File: src/rtl/hack_ioctl_pkg.sv
// Types and constants shared by the ioctl ROM loader and the upload (read-back) path.
// Both sides must agree on byte order so that a saved image reloads byte-identical.
package hack_ioctl_pkg;

    typedef enum logic [1:0] {
        IDLE,
        FETCH,
        CAPTURE
    } upload_state_t;

    localparam int BYTE_HI_FIRST = 1;
    localparam int IOCTL_ADDR_W  = 25;

    // Even byte addresses carry the high byte of a word when BYTE_HI_FIRST is set.
    function automatic logic [7:0] pick_byte(input logic [15:0] word, input logic odd_byte);
        if (BYTE_HI_FIRST != 0)
            return odd_byte ? word[7:0] : word[15:8];
        return odd_byte ? word[15:8] : word[7:0];
    endfunction

endpackage

File: src/rtl/hack_rom_upload_if.sv
// Bundle of the hps_io ioctl upload signals and the dpram read port.
// master is the hps_io / memory side, slave is the upload engine.
interface hack_rom_upload_if
    import hack_ioctl_pkg::*;
#(
    parameter int ADDR_W = 15
);

    logic                    ioctl_upload;
    logic                    ioctl_rd;
    logic [IOCTL_ADDR_W-1:0] ioctl_addr;
    logic [7:0]              ioctl_din;
    logic                    ioctl_wait;
    logic [ADDR_W-1:0]       mem_addr;
    logic                    mem_rd;
    logic [15:0]             mem_q;
    logic                    busy;

    modport master (
        output ioctl_upload, ioctl_rd, ioctl_addr, mem_q,
        input  ioctl_din, ioctl_wait, mem_addr, mem_rd, busy
    );

    modport slave (
        input  ioctl_upload, ioctl_rd, ioctl_addr, mem_q,
        output ioctl_din, ioctl_wait, mem_addr, mem_rd, busy
    );

endinterface

File: src/rtl/hack_rom_upload.sv
// Byte-wise read-back of 16-bit program memory for the hps_io upload path,
// with a one-word cache so the second byte of each word needs no memory access.
module hack_rom_upload
    import hack_ioctl_pkg::*;
#(
    parameter int ADDR_W     = 15,
    parameter int MEM_WORDS  = 32768,
    parameter int RD_LATENCY = 1
) (
    input logic              clk_sys,
    input logic              reset,
    hack_rom_upload_if.slave bus
);

    localparam logic [IOCTL_ADDR_W-1:0] BYTE_LIMIT = IOCTL_ADDR_W'(2 * MEM_WORDS);
    localparam logic [1:0]              LAT_LAST   = 2'(RD_LATENCY - 1);

    upload_state_t     state;
    logic [7:0]        din_q;
    logic              wait_q;
    logic [ADDR_W-1:0] mem_addr_q;
    logic              mem_rd_q;
    logic              busy_q;
    logic              upload_q;
    logic              cache_valid;
    logic [ADDR_W-1:0] cache_tag;
    logic [15:0]       cache_data;
    logic              pend_odd;
    logic [1:0]        lat_cnt;

    logic [ADDR_W-1:0] waddr;
    logic              odd_byte;
    logic              upload_rise;
    logic              out_of_range;
    logic              hit;

    // A new session may follow memory writes, so a rising upload never hits a stale tag.
    assign waddr        = bus.ioctl_addr[ADDR_W:1];
    assign odd_byte     = bus.ioctl_addr[0];
    assign upload_rise  = bus.ioctl_upload && !upload_q;
    assign out_of_range = bus.ioctl_addr >= BYTE_LIMIT;
    assign hit          = cache_valid && !upload_rise && (cache_tag == waddr);

    always_ff @(posedge clk_sys) begin
        if (reset) begin
            state       <= IDLE;
            din_q       <= 8'h00;
            wait_q      <= 1'b0;
            mem_addr_q  <= '0;
            mem_rd_q    <= 1'b0;
            busy_q      <= 1'b0;
            upload_q    <= 1'b0;
            cache_valid <= 1'b0;
            cache_tag   <= '0;
            cache_data  <= 16'h0000;
            pend_odd    <= 1'b0;
            lat_cnt     <= 2'd0;
        end else begin
            upload_q <= bus.ioctl_upload;
            mem_rd_q <= 1'b0;
            if (upload_rise)
                cache_valid <= 1'b0;

            case (state)
                IDLE: begin
                    if (bus.ioctl_rd && bus.ioctl_upload) begin
                        if (out_of_range) begin
                            din_q <= 8'h00;
                        end else if (hit) begin
                            din_q <= pick_byte(cache_data, odd_byte);
                        end else begin
                            mem_addr_q <= waddr;
                            mem_rd_q   <= 1'b1;
                            wait_q     <= 1'b1;
                            busy_q     <= 1'b1;
                            pend_odd   <= odd_byte;
                            lat_cnt    <= 2'd0;
                            state      <= FETCH;
                        end
                    end
                end

                FETCH: begin
                    if (!bus.ioctl_upload) begin
                        wait_q      <= 1'b0;
                        busy_q      <= 1'b0;
                        cache_valid <= 1'b0;
                        state       <= IDLE;
                    end else if (lat_cnt == LAT_LAST) begin
                        state <= CAPTURE;
                    end else begin
                        lat_cnt <= lat_cnt + 2'd1;
                    end
                end

                CAPTURE: begin
                    // mem_addr_q is still the fetched word, so it doubles as the new tag.
                    if (!bus.ioctl_upload) begin
                        cache_valid <= 1'b0;
                    end else begin
                        cache_data  <= bus.mem_q;
                        cache_tag   <= mem_addr_q;
                        cache_valid <= 1'b1;
                        din_q       <= pick_byte(bus.mem_q, pend_odd);
                    end
                    wait_q <= 1'b0;
                    busy_q <= 1'b0;
                    state  <= IDLE;
                end

                default: begin
                    wait_q <= 1'b0;
                    busy_q <= 1'b0;
                    state  <= IDLE;
                end
            endcase
        end
    end

    assign bus.ioctl_din  = din_q;
    assign bus.ioctl_wait = wait_q;
    assign bus.mem_addr   = mem_addr_q;
    assign bus.mem_rd     = mem_rd_q;
    assign bus.busy       = busy_q;

endmodule
File: src/flat_wrapper.sv
// flat-port wrapper written by rule: the top's interface ports become plain ports
module hack_rom_upload_flat import hack_ioctl_pkg::*;
#(
    parameter int ADDR_W     = 15,
    parameter int MEM_WORDS  = 32768,
    parameter int RD_LATENCY = 1
)
  (clk_sys, reset, bus_ioctl_upload, bus_ioctl_rd, bus_ioctl_addr, bus_mem_q, bus_ioctl_din, bus_ioctl_wait, bus_mem_addr, bus_mem_rd, bus_busy);
  hack_rom_upload_if #(.ADDR_W(ADDR_W)) bus_i ();
  input logic clk_sys;
  input logic reset;
  input wire logic [$bits(bus_i.ioctl_upload)-1:0] bus_ioctl_upload;
  input wire logic [$bits(bus_i.ioctl_rd)-1:0] bus_ioctl_rd;
  input wire logic [$bits(bus_i.ioctl_addr)-1:0] bus_ioctl_addr;
  input wire logic [$bits(bus_i.mem_q)-1:0] bus_mem_q;
  output wire logic [$bits(bus_i.ioctl_din)-1:0] bus_ioctl_din;
  output wire logic [$bits(bus_i.ioctl_wait)-1:0] bus_ioctl_wait;
  output wire logic [$bits(bus_i.mem_addr)-1:0] bus_mem_addr;
  output wire logic [$bits(bus_i.mem_rd)-1:0] bus_mem_rd;
  output wire logic [$bits(bus_i.busy)-1:0] bus_busy;
  assign bus_i.ioctl_upload = bus_ioctl_upload;
  assign bus_i.ioctl_rd = bus_ioctl_rd;
  assign bus_i.ioctl_addr = bus_ioctl_addr;
  assign bus_i.mem_q = bus_mem_q;
  assign bus_ioctl_din = bus_i.ioctl_din;
  assign bus_ioctl_wait = bus_i.ioctl_wait;
  assign bus_mem_addr = bus_i.mem_addr;
  assign bus_mem_rd = bus_i.mem_rd;
  assign bus_busy = bus_i.busy;
  hack_rom_upload #(.ADDR_W(ADDR_W), .MEM_WORDS(MEM_WORDS), .RD_LATENCY(RD_LATENCY)) u_core (.clk_sys(clk_sys), .reset(reset), .bus(bus_i));
endmodule
File: config.mk
export PLATFORM = sky130hd
export DESIGN_NAME = hack_rom_upload_flat
export DESIGN_NICKNAME = d
export VERILOG_FILES = /design/src/rtl/hack_ioctl_pkg.sv /design/src/rtl/hack_rom_upload_if.sv /design/src/rtl/hack_rom_upload.sv /design/src/flat_wrapper.sv
export SDC_FILE = /design/constraint.sdc
export NUM_CORES = 1
export LEC_CHECK = 0
export CORE_UTILIZATION = 30
export DETAILED_ROUTE_END_ITERATION = 7
export SETUP_SLACK_MARGIN = 0.15
export SKIP_CTS_REPAIR_TIMING = 1
export SYNTH_ARGS = -nofsm -noshare
export SYNTH_HDL_FRONTEND = slang
export SYNTH_SLANG_ARGS = --single-unit
File: constraint.sdc
create_clock -name clk_sys -period 5.8 [get_ports clk_sys]
set_input_delay 0.87 -clock clk_sys [delete_from_list [all_inputs] [get_ports clk_sys]]
set_output_delay 0.87 -clock clk_sys [all_outputs]
set_load 0.02 [all_outputs]
==> results.py, run 1 <==
metrics = {
    "die": {
        "core_um2": 9240,
        "pin_count": 71,
        "chipHeight_um": 99.88,
        "die_w_um": 99.88,
        "rows": 35,
        "die_area_um2": 9975,
        "start_util": 0.3110,
    },
    "clocking": {
        "path_clk_slew_ns": 0.07,
        "htree_levels": 3,
        "clock-sinks": 63,
        "cts-root-buf": "clkbuf_8",
        "clock_latency_ns": 0.33,
        "cts.path.max_buffers": 2,
        "cts_buffers": 9,
        "cts_tree": "yes",
    },
    "layout": {
        "multi_input_area_um2": 1489,
        "final_common_cell": "clkdlybuf4s50_1",
        "areaGrowthSynthToFinish_pct": 34.22,
        "final_cell_mix": "69 x clkdlybuf4s50_1, 66 x nand2_1, 63 x dfxtp_1, 50 x a21oi_1, 31 x nor2_1",
        "diodes": 0,
        "seqCellArea_um2": 1261,
        "n_fill_cell": 928,
        "drive_above_1_share": 0.08586,
        "layout.nets": 441,
        "fin_area_um2": 3857,
    },
    "logic_synthesis": {
        "ys_types": 40,
        "yosysTopAreaCellShare": 0.4388,
        "synth_area_per_cell_um2": 8.657,
        "synth_compound_area_frac": 0.1606,
        "synth.mux.area_fraction": 0.1258,
        "ys_seq_elements": 63,
        "synth_fa_ha_area_frac": 0.01741,
        "synth_xor_area_frac": 0.04571,
        "synth_simple_gate_area_frac": 0.1685,
        "netlist_top_cells_area": "dfxtp_1 44%, mux2i_1 9.1%, a21oi_1 8.7%",
        "syn_area_um2": 2874,
        "syn_nets": 381,
        "yosysSeqAreaShare": 0.4388,
        "synth_cells": 332,
        "yosysWarnings": 0,
        "synth_top_family_by_area": "simple AND/OR/NAND/NOR gates",
        "synth_top_cell_by_area": "dfxtp_1",
    },
    "global_routing": {
        "grt_pass1_vias": 2418,
        "grt_max_degree": 65,
        "grt.total_usage": 0.1471,
        "antenna_found_initial": 0,
        "grt_pass1_wl_mm": 11.56,
        "overflow": 0,
    },
    "placed_design": {
        "place_area_um2": 3641,
        "port_buffers": 70,
        "gp_congestion": 0.7887,
        "place_ws_ns": 2.252,
        "dp.final_hpwl_mm": 4.730,
    },
    "route": {
        "dr.pass1.iters": 4,
        "viasPerCell": 4.655,
        "wire_per_inst_um": 13.23,
        "num_vias": 2444,
        "wl_mm": 6.945,
        "post-route-drc-count": 0,
        "ant_nets": 0,
        "initialDrtViolationCount": 124,
    },
    "worst_hold_path": {
        "min_from": "u_core.cache_data[12]",
        "worstHoldEndpoint": "u_core.cache_data[12]",
        "hold_path_depth": 2,
        "hp-class": "flip-flop to flip-flop",
    },
    "power_and_ir_drop": {
        "swShare": 0.2286,
        "pwr-share-clk": 0.427,
        "power_mw": 0.9523,
        "pwr-share-seq": 0.466,
        "powerDensity_nw_per_um2": 246.9,
        "share_comb_of_total_power": 0.106,
        "peakVddDrop_mv": 0.1334,
        "p_sw_mw": 0.2177,
        "p_int_mw": 0.7346,
        "p_leak_nw": 1.226,
    },
    "timing": {
        "relSlewSlack": 0.2284,
        "slew_viol_final": 0,
        "finalHoldViolCount": 0,
        "fin_crit_sh": 0.5496,
        "finalCriticalPeriod_ns": 3.188,
        "setup-tns-final_ns": 0,
        "rsz0062_at_grt": "false",
        "fmax_ghz": 0.3137,
        "worstMarginPinSlew_ns": 1.157,
        "finalSetupViolCount": 0,
        "finClkSkew_ns": 0.005941,
        "setup_slack_ns": 2.612,
    },
    "critical_path": {
        "crit_chain": "clkdlybuf4s50_1 > or4_4 > nor3_4 > nand3_2 > a211oi_4 > mux2i_1 > nor2_1",
        "max_stage_delay_ns": 0.90,
        "required_ns": 5.99,
        "crit_type": "input port to flip-flop",
        "startpoint_type": "input port",
        "crit_family": "simple AND/OR/NAND/NOR gates",
        "crit_start": "bus_ioctl_addr[23]",
        "arrival_ns": 3.38,
        "endpoint_kind": "flip-flop",
        "r2r-end": "u_core.bus.ioctl_din[2]",
        "path_depth": 7,
        "r2r_slack_ns": 3.50,
        "crit_fanout": 16,
        "rr_worst_depth": 6,
        "crit_buf_inv": 1,
        "timing.rr.start": "u_core.state[0]",
        "worst_path_max_delay_cell": "a211oi_4",
    },
    "run": {
        "cap_violations": 0,
    },
    "outcome": {
        "run_status": "completed",
    },
}
## tightest hold or removal path, cell delays in order (launching register included)
cell and delay (ns):
dfxtp_1 0.31, nand2_1 0.05, a21oi_1 0.05
## layer usage
metal,vias up,GRT usage,routed length [um]
met1,1139,0.1911,3445
met3,3,0.03900,243
met5,-,0,0
met4,0,0.05090,28
met2,44,0.2361,3228
li1,1258,-,-
## state kept, by name, indices dropped and copies added, names as in the netlist, 2 cells and up
register and flops:
u_core.bus.ioctl_din 8, u_core.bus.mem_addr 15, u_core.cache_data 16, u_core.cache_tag 15, u_core.lat_cnt 2, u_core.state 2
## how the worst max path moves through the flow
| stage | end | slack, ns |
|---|---|---|
| after floorplan | u_core.bus.mem_addr[14] | 3.18 |
| after global placement | u_core.pend_odd | 2.30 |
| after detailed placement | u_core.bus.mem_addr[13] | 2.25 |
| after CTS | u_core.pend_odd | 2.59 |
| after global routing | u_core.bus.mem_addr[7] | 2.42 |
| final | u_core.pend_odd | 2.61 |
## area by class of cell
| cell class | instances | share of cell area |
|---|---|---|
| clock buffer | 13 | 0.04638 |
| clock inverter | 2 | 0.009731 |
| inverter | 7 | 0.006812 |
| multi-input combinational | 240 | 0.3860 |
| sequential | 63 | 0.3270 |
| tap | 129 | 0.04184 |
| timing repair buffer | 71 | 0.1823 |
## Yosys cell counts
library cell / number
a311oi_1: 8
o22a_1: 1
buf_1: 2
or2_2: 1
a31oi_1: 1
buf_4: 1
a32oi_1: 1
or4_4: 1
ha_1: 4
nand3_2: 1
buf_6: 1
nand3b_1: 2
dfxtp_1: 63
a211oi_4: 1
inv_2: 1
mux2_1: 1
mux2i_1: 26
o21ai_0: 1
mux2_2: 8
xnor2_1: 15
inv_1: 6
and2_1: 1
nor2_1: 31
clkbuf_1: 15
nand4_1: 4
o221ai_1: 1
a21bo_2: 1
a31o_1: 1
o21ai_1: 1
o311a_1: 1
o221a_1: 1
nor4b_2: 1
a21oi_2: 1
o21a_1: 1
a21oi_1: 50
nor3_4: 1
a211oi_1: 3
nor3_1: 3
buf_2: 3
nand2_1: 66
## power groups by stage
stage	clock network (mW)	registers (mW)	logic, mW
floorplan	0	0.458	0.0439
global placement	0	0.454	0.101
detailed placement	0	0.454	0.102
CTS	0.416	0.444	0.102
global route	0.439	0.445	0.110
finish	0.407	0.444	0.101
## cell families (layout without fill, tap and decap cells)
kind of cell,count (synthesis),count (layout)
xor gates and xnor gates,15,15
DFF,63,63
muxes,35,35
buffers and inverters,29,93
AOI/OAI and AO/OA,74,74
and+or+nand+nor,112,112
adders and majority gates,4,4
## through the flow
stage          cells  hold WS, ns  utilization
3_3_place_gp     510       0.4410       0.3940
2_1_floorplan    332       0.4357            -
6_report         525       0.4548       0.4175
3_5_place_dp     510       0.4489       0.3940
4_1_cts          525       0.4583       0.4175
5_1_grt          525       0.4744       0.4175
No activity file was read; power rests on OpenSTA's default activity.
==> run 2: changes to the inputs <==
- clock period: 5.8 -> 3.3 ns (I/O delays scaled with it)
==> run 2 against run 1 <==
Worst setup slack worse by 1.7 ns. Non-clock buffer count up 6. Power up 64%.
==> results.py, run 2 (synthesis results as in run 1) <==
metrics = {
    "route": {
        "wl_mm": 7.037,
        "post-route-drc-count": 0,
        "dr.pass1.iters": 4,
        "wire_per_inst_um": 13.23,
        "viasPerCell": 4.635,
        "initialDrtViolationCount": 118,
        "ant_nets": 0,
        "num_vias": 2466,
    },
    "clocking": {
        "clock-sinks": 63,
        "cts_buffers": 9,
        "clock_latency_ns": 0.34,
        "htree_levels": 3,
        "path_clk_slew_ns": 0.07,
        "cts_tree": "yes",
        "cts-root-buf": "clkbuf_8",
        "cts.path.max_buffers": 2,
    },
    "layout": {
        "final_common_cell": "clkdlybuf4s50_1",
        "finish.cell_count_without_fillers": 532,
        "drive_above_1_share": 0.09677,
        "final_cell_mix": "69 x clkdlybuf4s50_1, 66 x nand2_1, 63 x dfxtp_1, 50 x a21oi_1, 31 x nor2_1",
        "layout.nets": 447,
        "regMostFlops": "u_core.cache_data",
        "n_fill_cell": 915,
        "areaGrowthSynthToFinish_pct": 34.39,
        "diodes": 0,
        "largest_reg_flops": 16,
    },
    "die": {
        "rows": 35,
        "die_w_um": 99.88,
        "die_area_um2": 9975,
        "pin_count": 71,
        "core_um2": 9240,
        "chipHeight_um": 99.88,
        "start_util": 0.3110,
    },
    "worst_hold_path": {
        "hp-class": "flip-flop to flip-flop",
    },
    "critical_path": {
        "crit_start": "bus_ioctl_addr[23]",
        "r2r-end": "u_core.lat_cnt[1]",
        "arrival_ns": 2.62,
        "cp-endpoint": "u_core.lat_cnt[1]",
        "endpoint_kind": "flip-flop",
        "rr_worst_depth": 6,
        "crit_fanout": 6,
        "startpoint_type": "input port",
        "crit_type": "input port to flip-flop",
        "required_ns": 3.53,
        "r2r_slack_ns": 1.29,
        "timing.rr.start": "u_core.cache_tag[3]",
    },
    "power_and_ir_drop": {
        "share_comb_of_total_power": 0.115,
        "p_int_mw": 1.177,
        "p_leak_nw": 1.238,
        "pwr-share-clk": 0.386,
        "swShare": 0.2475,
        "powerDensity_nw_per_um2": 405.1,
        "pwr-share-seq": 0.499,
        "p_sw_mw": 0.3872,
        "peakVddDrop_mv": 0.1711,
    },
    "placed_design": {
        "placed_cells": 516,
        "port_buffers": 70,
        "dp.final_hpwl_mm": 5.011,
        "gp_congestion": 0.7577,
    },
    "run": {
        "cap_violations": 0,
    },
    "outcome": {
        "run_status": "completed",
    },
    "global_routing": {
        "grt_pass1_wl_mm": 11.79,
        "overflow": 0,
        "grt_max_degree": 36,
        "grt_pass1_vias": 2439,
        "grt.total_usage": 0.1519,
        "antenna_found_initial": 0,
    },
    "timing": {
        "fin_crit_sh": 0.7246,
        "worstMarginPinSlew_ns": 0.5657,
        "setup-tns-final_ns": 0,
        "finalSetupViolCount": 0,
        "finalCriticalPeriod_ns": 2.391,
        "fmax_ghz": 0.4182,
        "relSlewSlack": 0.6217,
        "rsz0062_at_grt": "false",
        "slew_viol_final": 0,
        "finClkSkew_ns": 0.003936,
        "finalHoldViolCount": 0,
    },
}
-- run 2: cell count changes in the layout (fill, tap and decap cells not counted) --
cell,before,now
buf_4,1,7
clkinv_2,0,2
clkbuf_1,0,2
clkbuf_8,13,11
bufinv_16,1,0
-- run 2: layout make-up --
type	instances	area, um^2	share of cell area
clock buffer	13	158.9	0.04114
clock inverter	3	17.52	0.004535
inverter	7	26.28	0.006803
multi-input combinational	240	1489	0.3855
sequential	63	1261	0.3265
tap	129	161.4	0.04179
timing repair buffer	77	748.2	0.1937
-- run 2: routing by layer --
layer | global-route usage | vias to the layer above | routed length (um)
li1 | - | 1268 | -
met4 | 0.06109 | 0 | 119
met5 | 0 | - | 0
met1 | 0.1932 | 1142 | 3320
met3 | 0.03760 | 10 | 280
met2 | 0.2467 | 46 | 3316
-- run 2: power groups by stage --
stage,combinational (mW),sequential [mW],clock [mW]
final,0.180,0.781,0.604
after global routing,0.197,0.782,0.663
after CTS,0.182,0.781,0.623
after detailed placement,0.181,0.798,0
after global placement,0.181,0.798,0
after floorplan,0.0772,0.805,0
-- run 2: worst min-delay path by stage --
stage / startpoint / end / slack (ns) / cells past startpoint
finish: u_core.cache_data[14] / u_core.cache_data[14] / 0.45 / 2
global route: u_core.cache_data[15] / u_core.cache_data[15] / 0.47 / 2
CTS: u_core.cache_data[14] / u_core.cache_data[14] / 0.46 / 2
detailed placement: u_core.cache_data[14] / u_core.cache_data[14] / 0.45 / 2
global placement: u_core.cache_data[6] / u_core.cache_data[6] / 0.44 / 2
floorplan: u_core.cache_data[10] / u_core.cache_data[10] / 0.44 / 2
-- run 2: per-stage QoR --
step / setup slack (ns) / hold WS, ns / util / instance area, um^2 / total power [mW]
2_1_floorplan: 1.052 / 0.4357 / - / 2874 / 0.8825
3_3_place_gp: 0.5899 / 0.4417 / 0.3989 / 3686 / 0.9783
3_5_place_dp: 0.5626 / 0.4480 / 0.3989 / 3686 / 0.9792
4_1_cts: 0.9206 / 0.4575 / 0.4180 / 3862 / 1.585
5_1_grt: 0.7846 / 0.4742 / 0.4180 / 3862 / 1.643
6_report: 0.9090 / 0.4547 / 0.4180 / 3862 / 1.565
-- run 2: critical path, cell delays in order --
cell	delay [ns]
clkdlybuf4s50_1	0.40
or4_4	0.54
nor3_4	0.18
nand4_1	0.16
a21oi_2	0.28
mux2_1	0.35
o221a_1	0.22
==> run 3: changes to the inputs <==
- clock period: 3.3 -> 2.1 ns (I/O delays scaled with it)
==> run 3 against run 2 <==
Die area is the same. Via count grew 4.0%. Design area grew 7.5%. Final cell count grew 3.4%. Critical path type unchanged. Sequential share of layout area shrank 2.3 points.
==> results.py, run 3 (synthesis results as in run 1) <==
metrics = {
    "outcome": {
        "run_status": "completed",
    },
    "route": {
        "post-route-drc-count": 0,
        "ant_nets": 0,
        "num_vias": 2565,
        "initialDrtViolationCount": 131,
        "wire_per_inst_um": 13.31,
        "wl_mm": 7.323,
        "dr.pass1.iters": 4,
        "viasPerCell": 4.664,
    },
    "clocking": {
        "cts.path.max_buffers": 2,
        "cts_buffers": 9,
        "cts-root-buf": "clkbuf_8",
        "htree_levels": 3,
        "clock_latency_ns": 0.34,
        "clock-sinks": 63,
        "cts_tree": "yes",
        "path_clk_slew_ns": 0.07,
    },
    "global_routing": {
        "grt.total_usage": 0.1498,
        "grt_pass1_vias": 2465,
        "grt_max_degree": 38,
        "overflow": 0,
        "antenna_found_initial": 0,
        "grt_pass1_wl_mm": 11.59,
    },
    "critical_path": {
        "required_ns": 2.31,
        "crit_fanout": 8,
        "crit_chain": "buf_6 > or4_4 > nor3_4 > nand3_2 > a211oi_4 > clkbuf_16 > mux2i_1 > nor2_1",
        "arrival_ns": 2.14,
        "crit_type": "input port to flip-flop",
        "endpoint_kind": "flip-flop",
        "startpoint_type": "input port",
        "max_stage_delay_ns": 0.53,
        "worst_path_max_delay_cell": "or4_4",
    },
    "timing": {
        "fin_hold_ws_ns": 0.2612,
        "rsz0062_at_grt": "true",
        "finClkSkew_ns": 0.006085,
        "finalHoldViolCount": 0,
        "slew_viol_final": 0,
        "fin_crit_sh": 0.9199,
        "relSlewSlack": 0.7169,
        "worstMarginPinSlew_ns": 0.4240,
        "setup_slack_ns": 0.1683,
        "setup-tns-final_ns": 0,
        "finalSetupViolCount": 0,
        "fmax_ghz": 0.5177,
        "finalCriticalPeriod_ns": 1.932,
    },
    "die": {
        "die_area_um2": 9975,
        "start_util": 0.3110,
        "rows": 35,
        "chipHeight_um": 99.88,
        "die_w_um": 99.88,
        "pin_count": 71,
        "core_um2": 9240,
    },
    "layout": {
        "regMostFlops": "u_core.cache_data",
        "layout.nets": 465,
        "areaGrowthSynthToFinish_pct": 44.54,
        "largest_reg_flops": 16,
        "post-route-util": 0.4496,
        "diodes": 0,
        "drive_above_1_share": 0.1568,
        "final_cell_mix": "66 x nand2_1, 63 x dfxtp_1, 61 x clkdlybuf4s50_1, 50 x a21oi_1, 31 x nor2_1",
        "final_common_cell": "nand2_1",
        "fin_area_um2": 4154,
    },
    "power_and_ir_drop": {
        "powerDensity_nw_per_um2": 689.0,
        "peakVddDrop_mv": 0.3334,
        "p_leak_nw": 1.430,
    },
    "placed_design": {
        "dp.final_hpwl_mm": 5.023,
        "place_ws_ns": -0.3197,
        "place_area_um2": 3847,
        "port_buffers": 70,
        "gp_congestion": 0.7711,
    },
    "run": {
        "cap_violations": 0,
    },
    "worst_hold_path": {
        "hp-class": "input port to flip-flop",
    },
}
[run 3: changes by cell type in the layout (fill, tap and decap cells not counted), sizes merged]
| cell | before | now |
|---|---|---|
| buf | 8 | 26 |
| bufinv | 0 | 3 |
| clkbuf | 13 | 14 |
| clkdlybuf4s50 | 69 | 61 |
| clkinvlp | 1 | 0 |
| dlymetal6s2s | 0 | 5 |
[run 3: cell type report]
class	count	area [um^2]
Tap cell	129	161.4
Fill cell	918	5086
Sequential cell	63	1261
Clock inverter	5	103.9
Timing Repair Buffer	95	942.2
Multi-Input combinational cell	240	1508
Clock buffer	11	151.4
Inverter	7	26.28
[run 3: critical path, delay by kind of cell]
kind | cells | cell delay (ns)
buf+inv | 2 | 0.33
mux | 1 | 0.18
compound gates | 1 | 0.36
simple gates | 4 | 0.95
[run 3: path summary, 6_finish.rpt]
path / from / to / slack, ns / cells past startpoint
max: bus_ioctl_addr[24] / u_core.bus.mem_addr[1] / 0.17 / 8
max reg2reg: u_core.state[0] / u_core.bus.mem_addr[1] / 0.25 / 7
min reg2reg: u_core.cache_data[13] / u_core.cache_data[13] / 0.46 / 2
min: reset / u_core.bus.busy / 0.26 / 2
[run 3: metal layers]
| metal | vias up | wire length, um | track usage |
|---|---|---|---|
| met1 | 1207 | 3467 | 0.1914 |
| met3 | 11 | 240 | 0.03412 |
| li1 | 1305 | - | - |
| met2 | 42 | 3516 | 0.2398 |
| met4 | 0 | 97 | 0.07014 |
| met5 | - | 0 | 0 |
[run 3: metrics by stage]
stage	total power, mW	std cells
2_1_floorplan	1.387	332
5_1_grt	2.971	550
3_3_place_gp	1.552	532
6_report	2.862	550
3_5_place_dp	1.555	532
4_1_cts	2.895	548
[run 3: power breakdown]
group,switching (mW),internal [mW],total [mW]
logic,0.144,0.154,0.299
clock network,0.483,0.854,1.34
registers,0.0113,1.22,1.23
total,0.639,2.22,2.86
